`config.mk`:
```
export PLATFORM = sky130hd
export DESIGN_NAME = sub_chunked32_flat
export DESIGN_NICKNAME = d
export VERILOG_FILES = /design/src/rtl/sub_pkg.sv /design/src/rtl/sub_chunked32_if.sv /design/src/rtl/add_chunk.sv /design/src/rtl/sub_chunked32.sv /design/src/flat_wrapper.sv
export SDC_FILE = /design/constraint.sdc
export NUM_CORES = 1
export LEC_CHECK = 0
export ABC_CLOCK_PERIOD_IN_PS = 4360
export CORE_ASPECT_RATIO = 1.75
export CORE_MARGIN = 2
export CORE_UTILIZATION = 30
export CTS_CLUSTER_SIZE = 20
export DETAILED_ROUTE_END_ITERATION = 8
export MAX_ROUTING_LAYER = met4
export PLACE_DENSITY_LB_ADDON = 0.3
export RECOVER_POWER = 50
export SLEW_MARGIN = 10
export SYNTH_ARGS = -nofsm -noshare
export SYNTH_HDL_FRONTEND = slang
export SYNTH_SLANG_ARGS = --single-unit
```
`constraint.sdc`:
```
create_clock -name clk -period 4.36 [get_ports clk]
set_clock_uncertainty 0.2 [all_clocks]
set_input_delay 0.872 -clock clk [delete_from_list [all_inputs] [get_ports clk]]
set_output_delay 0.872 -clock clk [all_outputs]
set_load 0.02 [all_outputs]
```
`src/rtl/sub_pkg.sv`:
```
// -----------------------------------------------------------------------------
// sub_pkg
// Shared definitions for the chunk-serial subtractor (sub_chunked32):
//   - DEF_WIDTH / DEF_CHUNK : default operand width and bits added per clock
//   - state_e               : controller state encoding (IDLE, CALC, DONE)
//   - nchunk()              : number of chunk cycles for a width/chunk pair
//   - idx_width()           : width of the chunk index register (at least 1)
// -----------------------------------------------------------------------------
package sub_pkg;

    localparam int DEF_WIDTH = 32;
    localparam int DEF_CHUNK = 8;

    typedef enum logic [1:0] {
        IDLE = 2'd0,
        CALC = 2'd1,
        DONE = 2'd2
    } state_e;

    function automatic int nchunk(input int width, input int chunk);
        return width / chunk;
    endfunction

    // A single-chunk configuration still needs a 1-bit index register
    function automatic int idx_width(input int n);
        return (n > 1) ? $clog2(n) : 1;
    endfunction

endpackage

```
`src/rtl/sub_chunked32_if.sv`:
```
// -----------------------------------------------------------------------------
// sub_chunked32_if
// Handshake and data bundle of the chunk-serial subtractor.
//   Input side : in_valid, in_ready, a (minuend), b_inv (~subtrahend)
//   Output side: out_valid, out_ready, ans, cout, zf, sf, of
// Modports:
//   slave  - the subtractor itself
//   master - the surrounding producer/consumer (not32 stage, ALU result mux)
// -----------------------------------------------------------------------------
interface sub_chunked32_if #(
    parameter int WIDTH = 32
);
    logic             in_valid;
    logic             in_ready;
    logic [WIDTH-1:0] a;
    logic [WIDTH-1:0] b_inv;
    logic             out_valid;
    logic             out_ready;
    logic [WIDTH-1:0] ans;
    logic             cout;
    logic             zf;
    logic             sf;
    logic             of;

    modport slave (
        input  in_valid, a, b_inv, out_ready,
        output in_ready, out_valid, ans, cout, zf, sf, of
    );

    modport master (
        output in_valid, a, b_inv, out_ready,
        input  in_ready, out_valid, ans, cout, zf, sf, of
    );
endinterface

```
`src/rtl/add_chunk.sv`:
```
// -----------------------------------------------------------------------------
// add_chunk
// Combinational W-bit adder with carry in and carry out; one slice of the
// chunk-serial ripple add.
//   a, b : addend slices
//   cin  : carry from the previous chunk
//   sum  : W-bit sum slice
//   cout : carry into the next chunk
// -----------------------------------------------------------------------------
module add_chunk #(
    parameter int W = 8
) (
    input  logic [W-1:0] a,
    input  logic [W-1:0] b,
    input  logic         cin,
    output logic [W-1:0] sum,
    output logic         cout
);
    // Widen by one bit so the carry falls out of the top of the sum
    assign {cout, sum} = {1'b0, a} + {1'b0, b} + {{W{1'b0}}, cin};
endmodule

```
`src/rtl/sub_chunked32.sv`:
```
// -----------------------------------------------------------------------------
// sub_chunked32
// Completes a - b for the ALU Sub path from the minuend a and the inverted
// subtrahend b_inv as a + b_inv + 1, CHUNK bits per clock (NCHUNK = WIDTH/CHUNK
// compute cycles). A one-deep transaction: accept in IDLE, ripple in CALC,
// present in DONE until the consumer takes it.
// Ports:
//   clk  - rising-edge clock
//   rst  - synchronous, active-high reset
//   bus  - sub_chunked32_if.slave: in_valid/in_ready/a/b_inv in,
//          out_valid/out_ready/ans/cout/zf/sf/of out
// Configuration macro: SUB_CC_FLAGS_EN
//   defined   - zf/sf/of registered when the last chunk completes
//   undefined - zf/sf/of tied to 0, flag logic not built
// -----------------------------------------------------------------------------
module sub_chunked32
    import sub_pkg::*;
#(
    parameter int WIDTH = DEF_WIDTH,
    parameter int CHUNK = DEF_CHUNK
) (
    input  logic             clk,
    input  logic             rst,
    sub_chunked32_if.slave   bus
);
    localparam int NCHUNK = nchunk(WIDTH, CHUNK);
    localparam int IDX_W  = idx_width(NCHUNK);
    localparam logic [IDX_W-1:0] IDX_LAST = IDX_W'(NCHUNK - 1);

    if ((CHUNK <= 0) || ((WIDTH % CHUNK) != 0)) begin : g_bad_cfg
        $error("sub_chunked32: WIDTH (%0d) must be a multiple of CHUNK (%0d)", WIDTH, CHUNK);
    end

    state_e             state_r;
    state_e             state_next_s;
    logic [WIDTH-1:0]   a_r;
    logic [WIDTH-1:0]   b_inv_r;
    logic [WIDTH-1:0]   ans_r;
    logic [WIDTH-1:0]   ans_next_s;
    logic [IDX_W-1:0]   idx_r;
    logic               carry_r;
    logic               cout_r;
    logic [CHUNK-1:0]   chunk_a_s;
    logic [CHUNK-1:0]   chunk_b_s;
    logic [CHUNK-1:0]   chunk_sum_s;
    logic               chunk_cout_s;
    logic               last_s;
    logic               in_ready_s;
    logic               out_valid_s;

    assign last_s = (idx_r == IDX_LAST);

    // Select the current operand chunk and merge the new sum slice into ans
    always_comb begin
        chunk_a_s  = a_r[int'(idx_r) * CHUNK +: CHUNK];
        chunk_b_s  = b_inv_r[int'(idx_r) * CHUNK +: CHUNK];
        ans_next_s = ans_r;
        ans_next_s[int'(idx_r) * CHUNK +: CHUNK] = chunk_sum_s;
    end

    add_chunk #(.W(CHUNK)) u_add_chunk (
        .a    (chunk_a_s),
        .b    (chunk_b_s),
        .cin  (carry_r),
        .sum  (chunk_sum_s),
        .cout (chunk_cout_s)
    );

    // Controller state register
    always_ff @(posedge clk) begin
        if (rst) begin
            state_r <= IDLE;
        end else begin
            state_r <= state_next_s;
        end
    end

    // Controller next-state logic
    always_comb begin
        state_next_s = state_r;
        case (state_r)
            IDLE: begin
                if (bus.in_valid) begin
                    state_next_s = CALC;
                end else begin
                    state_next_s = IDLE;
                end
            end
            CALC: begin
                if (last_s) begin
                    state_next_s = DONE;
                end else begin
                    state_next_s = CALC;
                end
            end
            DONE: begin
                if (bus.out_ready) begin
                    state_next_s = IDLE;
                end else begin
                    state_next_s = DONE;
                end
            end
            default: state_next_s = IDLE;
        endcase
    end

    // Controller outputs, decoded from the state register only
    always_comb begin
        in_ready_s  = 1'b0;
        out_valid_s = 1'b0;
        case (state_r)
            IDLE:    in_ready_s  = 1'b1;
            DONE:    out_valid_s = 1'b1;
            default: begin
                in_ready_s  = 1'b0;
                out_valid_s = 1'b0;
            end
        endcase
    end

    // Operand latch, chunk ripple and result registers
    always_ff @(posedge clk) begin
        if (rst) begin
            a_r     <= {WIDTH{1'b0}};
            b_inv_r <= {WIDTH{1'b0}};
            ans_r   <= {WIDTH{1'b0}};
            idx_r   <= {IDX_W{1'b0}};
            carry_r <= 1'b1;
            cout_r  <= 1'b0;
        end else begin
            case (state_r)
                IDLE: begin
                    if (bus.in_valid) begin
                        a_r     <= bus.a;
                        b_inv_r <= bus.b_inv;
                        idx_r   <= {IDX_W{1'b0}};
                        // The +1 of two's complement enters as the first carry
                        carry_r <= 1'b1;
                    end
                end
                CALC: begin
                    ans_r   <= ans_next_s;
                    carry_r <= chunk_cout_s;
                    if (last_s) begin
                        cout_r <= chunk_cout_s;
                        idx_r  <= {IDX_W{1'b0}};
                    end else begin
                        idx_r  <= idx_r + IDX_W'(1);
                    end
                end
                default: begin
                    ans_r <= ans_r;
                end
            endcase
        end
    end

`ifdef SUB_CC_FLAGS_EN
    logic zf_r;
    logic sf_r;
    logic of_r;

    // Condition codes captured together with the final chunk
    always_ff @(posedge clk) begin
        if (rst) begin
            zf_r <= 1'b0;
            sf_r <= 1'b0;
            of_r <= 1'b0;
        end else if ((state_r == CALC) && last_s) begin
            zf_r <= (ans_next_s == {WIDTH{1'b0}});
            sf_r <= ans_next_s[WIDTH-1];
            // Overflow: both addends share a sign that the sum does not
            of_r <= (a_r[WIDTH-1] == b_inv_r[WIDTH-1]) &&
                    (ans_next_s[WIDTH-1] != a_r[WIDTH-1]);
        end
    end

    assign bus.zf = zf_r;
    assign bus.sf = sf_r;
    assign bus.of = of_r;
`else
    assign bus.zf = 1'b0;
    assign bus.sf = 1'b0;
    assign bus.of = 1'b0;
`endif

    assign bus.in_ready  = in_ready_s;
    assign bus.out_valid = out_valid_s;
    assign bus.ans       = ans_r;
    assign bus.cout      = cout_r;

endmodule

```
`src/flat_wrapper.sv`:
```
// flat-port wrapper written by rule: the top's interface ports become plain ports
module sub_chunked32_flat import sub_pkg::*;
#(
    parameter int WIDTH = DEF_WIDTH,
    parameter int CHUNK = DEF_CHUNK
)
  (clk, rst, bus_in_valid, bus_a, bus_b_inv, bus_out_ready, bus_in_ready, bus_out_valid, bus_ans, bus_cout, bus_zf, bus_sf, bus_of);
  sub_chunked32_if #(.WIDTH(WIDTH)) bus_i ();
  input  logic clk;
  input  logic rst;
  input wire logic [$bits(bus_i.in_valid)-1:0] bus_in_valid;
  input wire logic [$bits(bus_i.a)-1:0] bus_a;
  input wire logic [$bits(bus_i.b_inv)-1:0] bus_b_inv;
  input wire logic [$bits(bus_i.out_ready)-1:0] bus_out_ready;
  output wire logic [$bits(bus_i.in_ready)-1:0] bus_in_ready;
  output wire logic [$bits(bus_i.out_valid)-1:0] bus_out_valid;
  output wire logic [$bits(bus_i.ans)-1:0] bus_ans;
  output wire logic [$bits(bus_i.cout)-1:0] bus_cout;
  output wire logic [$bits(bus_i.zf)-1:0] bus_zf;
  output wire logic [$bits(bus_i.sf)-1:0] bus_sf;
  output wire logic [$bits(bus_i.of)-1:0] bus_of;
  assign bus_i.in_valid = bus_in_valid;
  assign bus_i.a = bus_a;
  assign bus_i.b_inv = bus_b_inv;
  assign bus_i.out_ready = bus_out_ready;
  assign bus_in_ready = bus_i.in_ready;
  assign bus_out_valid = bus_i.out_valid;
  assign bus_ans = bus_i.ans;
  assign bus_cout = bus_i.cout;
  assign bus_zf = bus_i.zf;
  assign bus_sf = bus_i.sf;
  assign bus_of = bus_i.of;
  sub_chunked32 #(.WIDTH(WIDTH), .CHUNK(CHUNK)) u_core (.clk(clk), .rst(rst), .bus(bus_i));
endmodule
```
# Word level (Yosys, flattened, before mapping)

Index checks and enable logic that the tools add are counted.

Register bits after elaboration: 102
Bits in latches: 0
Bits in writable memories: 0
Memory bits (read-only): 0
Input port bits: 68
Output and inout port bits: 38
Word-level logic and storage cells: 36
Memories kept: 0

Add/sub/neg operators: 4
Multipliers: 0
Divide/modulo/power cells: 0
Magnitude comparators: 0
Equality and inequality tests: 4
Shift operators: 4
Mux-type cells: 12
Bitwise operators: 0
Reduce and logical (&&, ||, !) cells: 5

Operators by type and width:

| kind                    | count |
|---|---|
| $shiftx 32x6->8         | 2 |
| $neg 5->33              | 1 |
| $shift 8x33->32 const A | 1 |
| $shiftx 8x33->32        | 1 |
| $bwmux 32               | 1 |
| $add 8x8->9             | 1 |
| $add 9x1->9             | 1 |
| $mux 2                  | 4 |
| $pmux 2 s3              | 1 |
| $reduce_and 2->1        | 3 |
| $eq 2x2->1 const B      | 2 |
| $mux 1                  | 4 |
| $pmux 2 s2              | 1 |
| $add 2x1->2 const B     | 1 |
| $eq 2x1->1 const B      | 1 |
| $logic_not 2->1         | 1 |
| $ne 2x2->1 const B      | 1 |
| $pmux 1 s2              | 1 |
| $reduce_bool 2->1       | 1 |

# Depth between registers and ports, before layout

Gate-level depths: netlist of run 1.

Depth after elaboration: 5
Depth in mapped cells: 10
Gate-level depth less buffers: 8

# Cells and area by module

From an unflattened synthesis of run 1, not the netlist that was laid out.

Cells, all modules: 515
Area, all modules: 4689.5 um^2

By module, submodules not included:

| module        | instances | cells each | area an instance (um^2) | seq. area each (um^2) |
|---|---|---|---|---|
| sub_chunked32 | 1         | 473        | 4357.9                  | 2042.0 |
| add_chunk     | 1         | 42         | 331.6                   | 0.0 |

# Least setup slack after synthesis of run 1

No wires, ideal clock.

Path type: register to register
From: register u_core.idx_r[0]
To: register u_core.ans_r[14], in the netlist u_core.bus.ans[14]
Setup time: 0.128 ns
Arrival time: 3.161 ns
Data required time: 4.032 ns
Slack: 0.871 ns
Cell stages (with the launch flop): 11
Path buffers: 2
Cell sequence: dfxtp_1 buf_4 buf_4 mux4_2 fa_1 fa_1 a21oi_1 o21ai_0 a21oi_1 xor2_1 o21ai_0

Cells in the longest elaborated chain, start to end: 5

Ends and longest elaborated chain:

| what                                      | line                                     | RTL |
|---|---|---|
| start, declared                           | sub_chunked32.sv:40                      | `logic [IDX_W-1:0] idx_r;` |
| start signal, assigned                    | sub_chunked32.sv:127                     | `idx_r <= {IDX_W{1'b0}};` |
| start signal, assigned                    | sub_chunked32.sv:136                     | `idx_r <= {IDX_W{1'b0}};` |
| start signal, assigned                    | sub_chunked32.sv:146                     | `idx_r <= {IDX_W{1'b0}};` |
| $shiftx 32x6->8, on equally long branches | sub_chunked32.sv:55, sub_chunked32.sv:56 |  |
| $add 8x8->9                               | add_chunk.sv:20                          | `assign {cout, sum} = {1'b0, a} + {1'b0, b} + {{W{1'b0}}, cin};` |
| $add 9x1->9                               | add_chunk.sv:20                          |  |
| $shiftx 8x33->32                          | sub_chunked32.sv:58                      | `ans_next_s[int'(idx_r) * CHUNK +: CHUNK] = chunk_sum_s;` |
| $bwmux 32 *                               | sub_chunked32.sv:58                      |  |
| end signal, assigned                      | sub_chunked32.sv:126                     | `ans_r <= {WIDTH{1'b0}};` |
| end signal, assigned                      | sub_chunked32.sv:142                     | `ans_r <= ans_next_s;` |
| end signal, assigned                      | sub_chunked32.sv:152                     | `ans_r <= ans_r;` |
| end, declared                             | sub_chunked32.sv:38                      | `logic [WIDTH-1:0] ans_r;` |

Every way passes the cells marked *; elsewhere a longest branch is shown, timed or not.
A chain may end at the register's enable or synchronous reset.

# Worst setup path in the final report of run 1

From: input port bus_in_valid
To: register u_core.b_inv_r[14]

Cells in the longest elaborated chain, start to end: 1

Ends and longest elaborated chain:

| what                              | line                 | RTL |
|---|---|---|
| start, declared                   | flat_wrapper.sv:11   | `input wire logic [$bits(bus_i.in_valid)-1:0] bus_in_valid;` |
| $reduce_and 2->1 (no source line) | -                    |  |
| end signal, assigned              | sub_chunked32.sv:125 | `b_inv_r <= {WIDTH{1'b0}};` |
| end signal, assigned              | sub_chunked32.sv:135 | `b_inv_r <= bus.b_inv;` |
| end, declared                     | sub_chunked32.sv:37  | `logic [WIDTH-1:0] b_inv_r;` |

Every way passes these cells.

==> metrics.md, run 1 <==
| Metric | Value |
|---|---|
| Status | finished, violations left |
| Failing checks | max-capacitance violations, max-slew violations |
| Reg-to-reg slack, setup | 1090 ps |
| Period minus WS final | 3390 ps |
| Gate Count Post-Synth | 485 |
| Met2 WL | 6.85 mm |
| Number of flops mapped to enable cells by yosys | 0 |
| Xor and xnor fraction of the mapped netlist area | 0.0100 |
| Fin Setup TNS | 0 ps |
| Place WS | ~1100 ps |
| Final setup fails | 0 |
| HPWL Detailed | a little over 9 mm |
| Area of the die | 15,600 um^2 |
| Largest net degree at the start of global routing | 65 |
| Starting density of the core | 0.306 |
| DR pass1 iterations | 5 |
| Worst reg2reg path depth | 9 |
| WHS Path Cells | 2 |
| Initial antenna violation count | 0 |
| RD Place Congestion | 0.902 |
| PwrDens | roughly 390 nW/um^2 |
| Final slew viol count | ~120 |
| Crit path required time | 4390 ps |
| Setup crit end kind | flop |
| Crit path launch type | input port |
| # IOs | between 100 and 150 |
| Maximum vdd drop | 0.216 mV |
| Final Hold Fails | 0 |
| Avg WL per Cell | 15.9 um |
| Largest family of logic cells by synthesized area | simple AND/OR/NAND/NOR gates |
| Synth cell types | 40 |
| Setup bufs post-CTS | 0 |
| Drt initial violations | 202 |
| GRT Total Usage | 0.162 |
| CTS Hold Buffers Added | 0 |
| Total grt overflow | 0 |
| Max-Cap Viols | 3 |
| Final ANT Viol Nets | 0 |
| Post-route clock period utilization | 0.776 |
| Worst-Skew Late Latency | 340 ps |
| Global-route wire length before repair | 18.8 mm |
| Crit path DAT | 3420 ps |
| Die Y-Extent | 164 um |
| Pwr Total | between 2 and 2.5 mW |
| TritonCTS clock tree | built |
| Resize count post-CTS | 0 |
| Worst Path Max Fanout | slightly above 50 |
| Yosys warnings | 0 |
| Die width | 95.3 um |
| Worst setup margin | between 900 and 1000 ps |
| Leak | 2.25 nW |
| Post-synthesis simple-gate area fraction | 0.196 |
| Area of the core | 14,300 um^2 |
| CTS Buffer Depth | 2 |
| Area Growth Syn to Fin | 33.5% |
| Diode count | 0 |
| Final WL | 12.1 mm |
| Top sig layer | met4 |
| Slew margin rel. | -0.648 |
| Adder-Cell Fraction of Synth Area | 0.0463 |
| Post-route DRC | 0 |
| WS Path Type | input port to flop |
| R2R Path Start | u_core.idx_r[1] |
| Mapped cell area | between 4000 and 5000 um^2 |
| R2R Path End | u_core.bus.ans[22] |
| Vias per cell | about 5.0 |
| Highest Clock Rate | 295 MHz |
| Synthesized flop and latch total | 102 |
| Root Driver | clkbuf_16 |
| CTS Buf Count | 9 |
| DR vias | 3,774 |
| Hold Crit Class | flop to flop |
| IO Port Bufs | between 100 and 150 |
| Post-synthesis sequential area ratio | 0.466 |
| Synth Area in Compound Gates | 0.159 |
| Met3 routed WL | 462 um |
| Share of cells above drive strength 1 | 0.0776 |
| Fillers | roughly 1,400 |
| WHS Endpoint | u_core.a_r[31] |
| Syn_area_per_cell | 9.03 um^2 |
| Post-synth top flop | dfxtp_1 |
| Async S/R FF share, synth | 0 |
| CTS H-tree lvls | 3 |
| Hold Crit Start | u_core.a_r[31] |
| RSZ-0062 raised after global routing | no |
| Clock-pin slew on the worst setup and hold paths | 70 ps |
| Multiplexer share of the synthesized area | 0.0823 |
| Wl on met1 | around 4.4 mm |
| Row cnt | 58 |
| Sink Count | a little over 100 |
| Vias in the first global route | ~3,700 |
| Nets@finish | between 600 and 700 |
| Least-Margin Pin Slew | 2470 ps |
==> cells in the mapped netlist, drive strengths merged, types with 2 or more instances <==
cell type  number  area, um^2
inv             4        15.0
mux4           16         360
a22oi          27         203
fa              2        40.0
buf            14        87.6
o21a            2        15.0
nor2           32         120
ha             13         163
nor4b           2        47.6
nor3            2        10.0
xor2            4        35.0
a211oi          3        22.5
nand3b          9        67.6
dfxtp         102        2040
clkbuf         18        67.6
nand2         134         523
nand2b          4        25.0
o21bai          2        15.0
a21oi          72         360
o21ai           9        45.0
==> metal layers <==
metal  GRT usage  vias to the layer above
met2       0.301                      111
met1       0.162                     1795
met4      0.0810                        0
met5           -                        -
li1            -                     1840
met3      0.0206                       28
==> worst max-delay path by stage <==
stage	cells past startpoint	start	endpoint
3_3_place_gp	8	u_core.idx_r[0]	u_core.bus.ans[30]
4_1_cts	9	u_core.idx_r[1]	u_core.bus.ans[22]
2_1_floorplan	10	u_core.idx_r[0]	u_core.bus.ans[14]
3_5_place_dp	9	u_core.idx_r[1]	u_core.bus.ans[22]
6_report	5	bus_in_valid	u_core.b_inv_r[14]
5_1_grt	5	bus_in_valid	u_core.b_inv_r[14]
==> cells by family after synthesis <==
logic type	after synthesis
AOI/OAI and AO/OA	120
xor gates and xnor gates	5
adders and majority gates	15
buffers and inverters	36
DFF	102
muxes	16
other	1
and+or+nand+nor	190
==> state kept, by name (all words and copies together), names as in the netlist <==
signal and count:
u_core.bus.cout 1, u_core.state_r 2, u_core.idx_r 2, u_core.carry_r 1, u_core.b_inv_r 32, u_core.a_r 32, u_core.bus.ans 32
==> cells in the final DEF, fill, tap and decap left out, types with 2 or more instances in the layout <==
cell and n:
nand2_1 129, dfxtp_1 102, a21oi_1 72, clkdlybuf4s50_1 67, dlygate4sd3_1 34, nor2_1 32, a22oi_1 27, mux4_2 16
ha_1 13, nand3b_1 9, clkbuf_16 9, o21ai_0 7, buf_4 6, inv_1 4, xor2_1 4, nand2b_1 4
bufinv_16 4, nand2_2 3, a211oi_1 3, conb_1 3, o21bai_1 2, nand2_4 2, o21a_1 2, nor3_1 2
nor4b_1 2, o21ai_1 2, fa_1 2, inv_6 2, clkbuf_1 2
==> final cells by class <==
| type | count | area, um^2 | share of cell area |
|---|---|---|---|
| repair buffers | 109 | 1060 | 0.182 |
| flip-flops and latches | 102 | 2040 | 0.349 |
| clock inverters | 7 | 143 | 0.0244 |
| multi-input cells | 349 | 2130 | 0.365 |
| clock buffers | 9 | 225 | 0.0385 |
| well taps | 180 | 225 | 0.0385 |
| inverters | 4 | 15.0 | 0.00257 |
==> critical path, stage by stage <==
cell           delay (ps)
dlygate4sd3_1         600
and2_1               1330
buf_4                 360
nand2_1               110
a21oi_1               140
==> where the power goes <==
| group | total (mW) | switching (mW) | internal [mW] |
|---|---|---|---|
| sequential | 0.996 | 0.0243 | 0.972 |
| clock | 0.967 | 0.345 | 0.622 |
| combinational | 0.296 | 0.160 | 0.137 |
| total | 2.26 | 0.529 | 1.73 |
==> stage by stage <==
step	util	std cells	hold slack, ps	instance area, um^2
6_report	0.409	760	252	5850
3_5_place_dp	0.387	744	244	5530
5_1_grt	0.409	760	281	5850
2_1_floorplan	-	487	233	4390
3_3_place_gp	0.387	744	239	5530
4_1_cts	0.412	760	253	5900
Note: power is estimated with default switching activity, not from simulation.
==> inputs of run 2 (changes only) <==
Settings changed: ABC_CLOCK_PERIOD_IN_PS 4360 to 2700.
Clock period 4.36 ns to 2.7 ns, I/O delays scaled along.
==> run 2 against run 1 <==
  * The flow finishes with violations (negative setup slack)
  * Flip-flop and latch count did not move
  * Design area increased by 5.5%
  * Sequential power is 62% higher
  * First-iteration DRC count is 19% lower
  * Register-to-register slack lost 1200 ps
  * Sequential share of layout area decreased by 1.8 points
  * Largest cell class unchanged
==> metrics.md, run 2 (same netlist as run 1, synthesis figures left out) <==
| Metric | Value |
|---|---|
| CTS Buffer Depth | 2 (unchanged) |
| Root Driver | clkbuf_16 |
| Non-filler instance count after layout | 777 (+2.2%) |
| RD Place Congestion | 0.948 (+5.1%) |
| Max-Cap Viols | 0 (-3) |
| Share of cells above drive strength 1 | 0.154 (+0.0765) |
| Family with the most delay on the worst path | adder cells |
| Final slew viol count | 0 (-100%) |
| Critical path capture point | u_core.carry_r |
| Row cnt | 58 (unchanged) |
| Slew margin rel. | 0.589 (+1.24) |
| Slowest CP cell | mux4_2 |
| Most used routing layer | met2 |
| Final ANT Viol Nets | 0 (unchanged) |
| IO Port Bufs | 102 (unchanged) |
| Setup crit end kind | flop |
| Worst-Skew Late Latency | 350 ps (about the same) |
| Hold Crit Class | flop to flop |
| Vias in the first global route | 4,015 (+7.2%) |
| Maximum vdd drop | 0.301 mV (+40%) |
| Worst reg2reg path depth | 8 (-1) |
| Largest net degree at the start of global routing | 71 (+9.2%) |
| Fillers | 1,380 (-2.1%) |
| Status | finished, violations left |
| Avg WL per Cell | 16.1 um (+1.1%) |
| Crit path required time | 2740 ps (-1650 ps) |
| Total grt overflow | 0 (unchanged) |
| Met3 Use GR | 0.0317 (+0.0110) |
| CP Buf/Inv Count | 0 (-2) |
| TritonCTS clock tree | built |
| CP startpoint | u_core.idx_r[0] |
| Critical Path Max Stage Delay | 520 ps (-810 ps) |
| CTS Buf Count | 9 (unchanged) |
| Initial antenna violation count | 0 (unchanged) |
| DR vias | 3,840 (+1.7%) |
| Critical path cell sequence | mux4_2, fa_2, fa_2, a21oi_4, o211ai_1, a21oi_1, a21oi_1, or2_4 |
| Post-route DRC | 0 (unchanged) |
| Die width | 95.3 um (unchanged) |
| Reg-to-reg slack, setup | -100 ps (-1190 ps) |
| R2R Path Start | u_core.idx_r[0] |
| Post-route clock period utilization | 1.04 |
| Crit path launch type | flop |
| Area of the core | 14,300 um^2 (unchanged) |
| Area Growth Syn to Fin | 40.9% |
| Final setup fails | 14 (+14) |
| Die Y-Extent | 164 um (unchanged) |
| Drt initial violations | 163 (-19%) |
| RSZ-0062 raised after global routing | yes |
| HPWL Detailed | 9.59 mm (+4.2%) |
| CTS H-tree lvls | 3 (unchanged) |
| Leak | 2.24 nW (-0.68%) |
| R2R Path End | u_core.carry_r |
| GRT Total Usage | 0.172 (+0.00920) |
| Leading cell type in the layout, fill and taps excluded | nand2_1 |
| Worst Path Max Fanout | 4 (-92%) |
| PwrDens | 554 nW/um^2 (+43%) |
| CTS Hold Buffers Added | 0 (unchanged) |
| Crit path DAT | 2840 ps (-580 ps) |
| Starting density of the core | 0.306 (unchanged) |
| Diode count | 0 (unchanged) |
| Pwr Total | 3.42 mW (+51%) |
| Sink Count | 102 (unchanged) |
| # IOs | 106 (unchanged) |
| Most frequent cells in the layout | nand2_1 (130), dfxtp_1 (101), clkdlybuf4s50_1 (100) |
| Fin Setup TNS | -697 ps (-697 ps) |
| Worst setup margin | -100 ps (-1070 ps) |
| Area of the die | 15,600 um^2 (unchanged) |
| Vias per cell | 4.94 (-0.48%) |
| CP Depth | 8 (+3) |
| DR pass1 iterations | 4 (-1) |
| Met2 Usage GRT | 0.319 (+0.0182) |
| Highest Clock Rate | 357 MHz |
| Global-route wire length before repair | 19.6 mm (+4.6%) |
| Period minus WS final | 2800 ps |
| Nets@finish | 675 (+2.6%) |
| Failing checks | negative setup slack |
| Met1 GRT Util | 0.161 (-0.00102) |
| Least-Margin Pin Slew | 617 ps (-1850 ps) |
| WS Path Type | flop to flop |
| Final WL | 12.5 mm (+3.4%) |
| Placed insts | 757 (+1.7%) |
| Clock-pin slew on the worst setup and hold paths | 70 ps (about the same) |
| Final Hold Fails | 0 (unchanged) |
-- run 2: changes by cell type in the layout (fill, tap and decap cells not counted), moves of 4 or more --
| cell | delta |
|---|---|
| a21oi_1 | -4 |
| buf_4 | +14 |
| bufinv_16 | -4 |
| clkdlybuf4s50_1 | +33 |
| dlygate4sd3_1 | -33 |
| o21ai_0 | -4 |
-- run 2: tightest hold or removal path, delay by kind of cell, from the launching register on --
family | cells | cell delay (ps)
AOI/OAI and AO/OA | 1 | 50
and+or+nand+nor | 1 | 50
DFF | 1 | 310
-- run 2: metrics by stage --
stage | setup slack (ps) | util | area (um^2) | hold WS [ps]
5_1_grt | -196 | 0.432 | 6170 | 272
3_5_place_dp | -188 | 0.398 | 5680 | 246
6_report | -100 | 0.432 | 6170 | 252
3_3_place_gp | -75.9 | 0.398 | 5680 | 242
2_1_floorplan | -336 | - | 4420 | 233
4_1_cts | -83.3 | 0.423 | 6050 | 255
-- run 2: worst min-delay path by stage --
| stage | start | to | slack [ps] | cells past startpoint |
|---|---|---|---|---|
| final | u_core.a_r[19] | u_core.a_r[19] | 250 | 2 |
| after CTS | u_core.a_r[23] | u_core.a_r[23] | 250 | 2 |
| after detailed placement | u_core.a_r[23] | u_core.a_r[23] | 250 | 2 |
| after floorplan | u_core.a_r[16] | u_core.a_r[16] | 230 | 2 |
| after global routing | u_core.a_r[23] | u_core.a_r[23] | 270 | 2 |
| after global placement | u_core.b_inv_r[20] | u_core.b_inv_r[20] | 240 | 2 |
-- run 2: timing repair --
item	in CTS	in global routing
gates resized for setup	10	20
endpoints found under the setup margin	18	28
pin swaps	14	5
hold endpoints to repair	0	0
buffers inserted	2	3
-- run 2: cell type report --
class | count | area [um^2] | area share
sequential | 102 | 2050 | 0.332
clock buffer | 10 | 239 | 0.0387
inverter | 4 | 15.0 | 0.00243
multi-input combinational | 349 | 2370 | 0.385
timing repair buffer | 126 | 1220 | 0.199
tap | 180 | 225 | 0.0365
clock inverter | 6 | 46.3 | 0.00750
-- run 2: metal layers --
metal / vias to the layer above / routed length, um
li1: 1883 / -
met1: 1818 / 4460
met2: 102 / 7140
met3: 37 / 401
met4: 0 / 493
met5: - / 0
-- run 2: power by group --
group / leakage (nW) / total, mW / switching, mW / internal [mW]
combinational: 1.27 / 0.582 / 0.301 / 0.282
sequential: 0.833 / 1.61 / 0.0402 / 1.57
clock: 0.135 / 1.23 / 0.575 / 0.655
==> inputs of run 3 (changes only) <==
Settings changed: CTS_CLUSTER_SIZE 20 to 40.
==> results of run 3 <==
The final DEF is identical to that of run 2; final timing and power are the same.
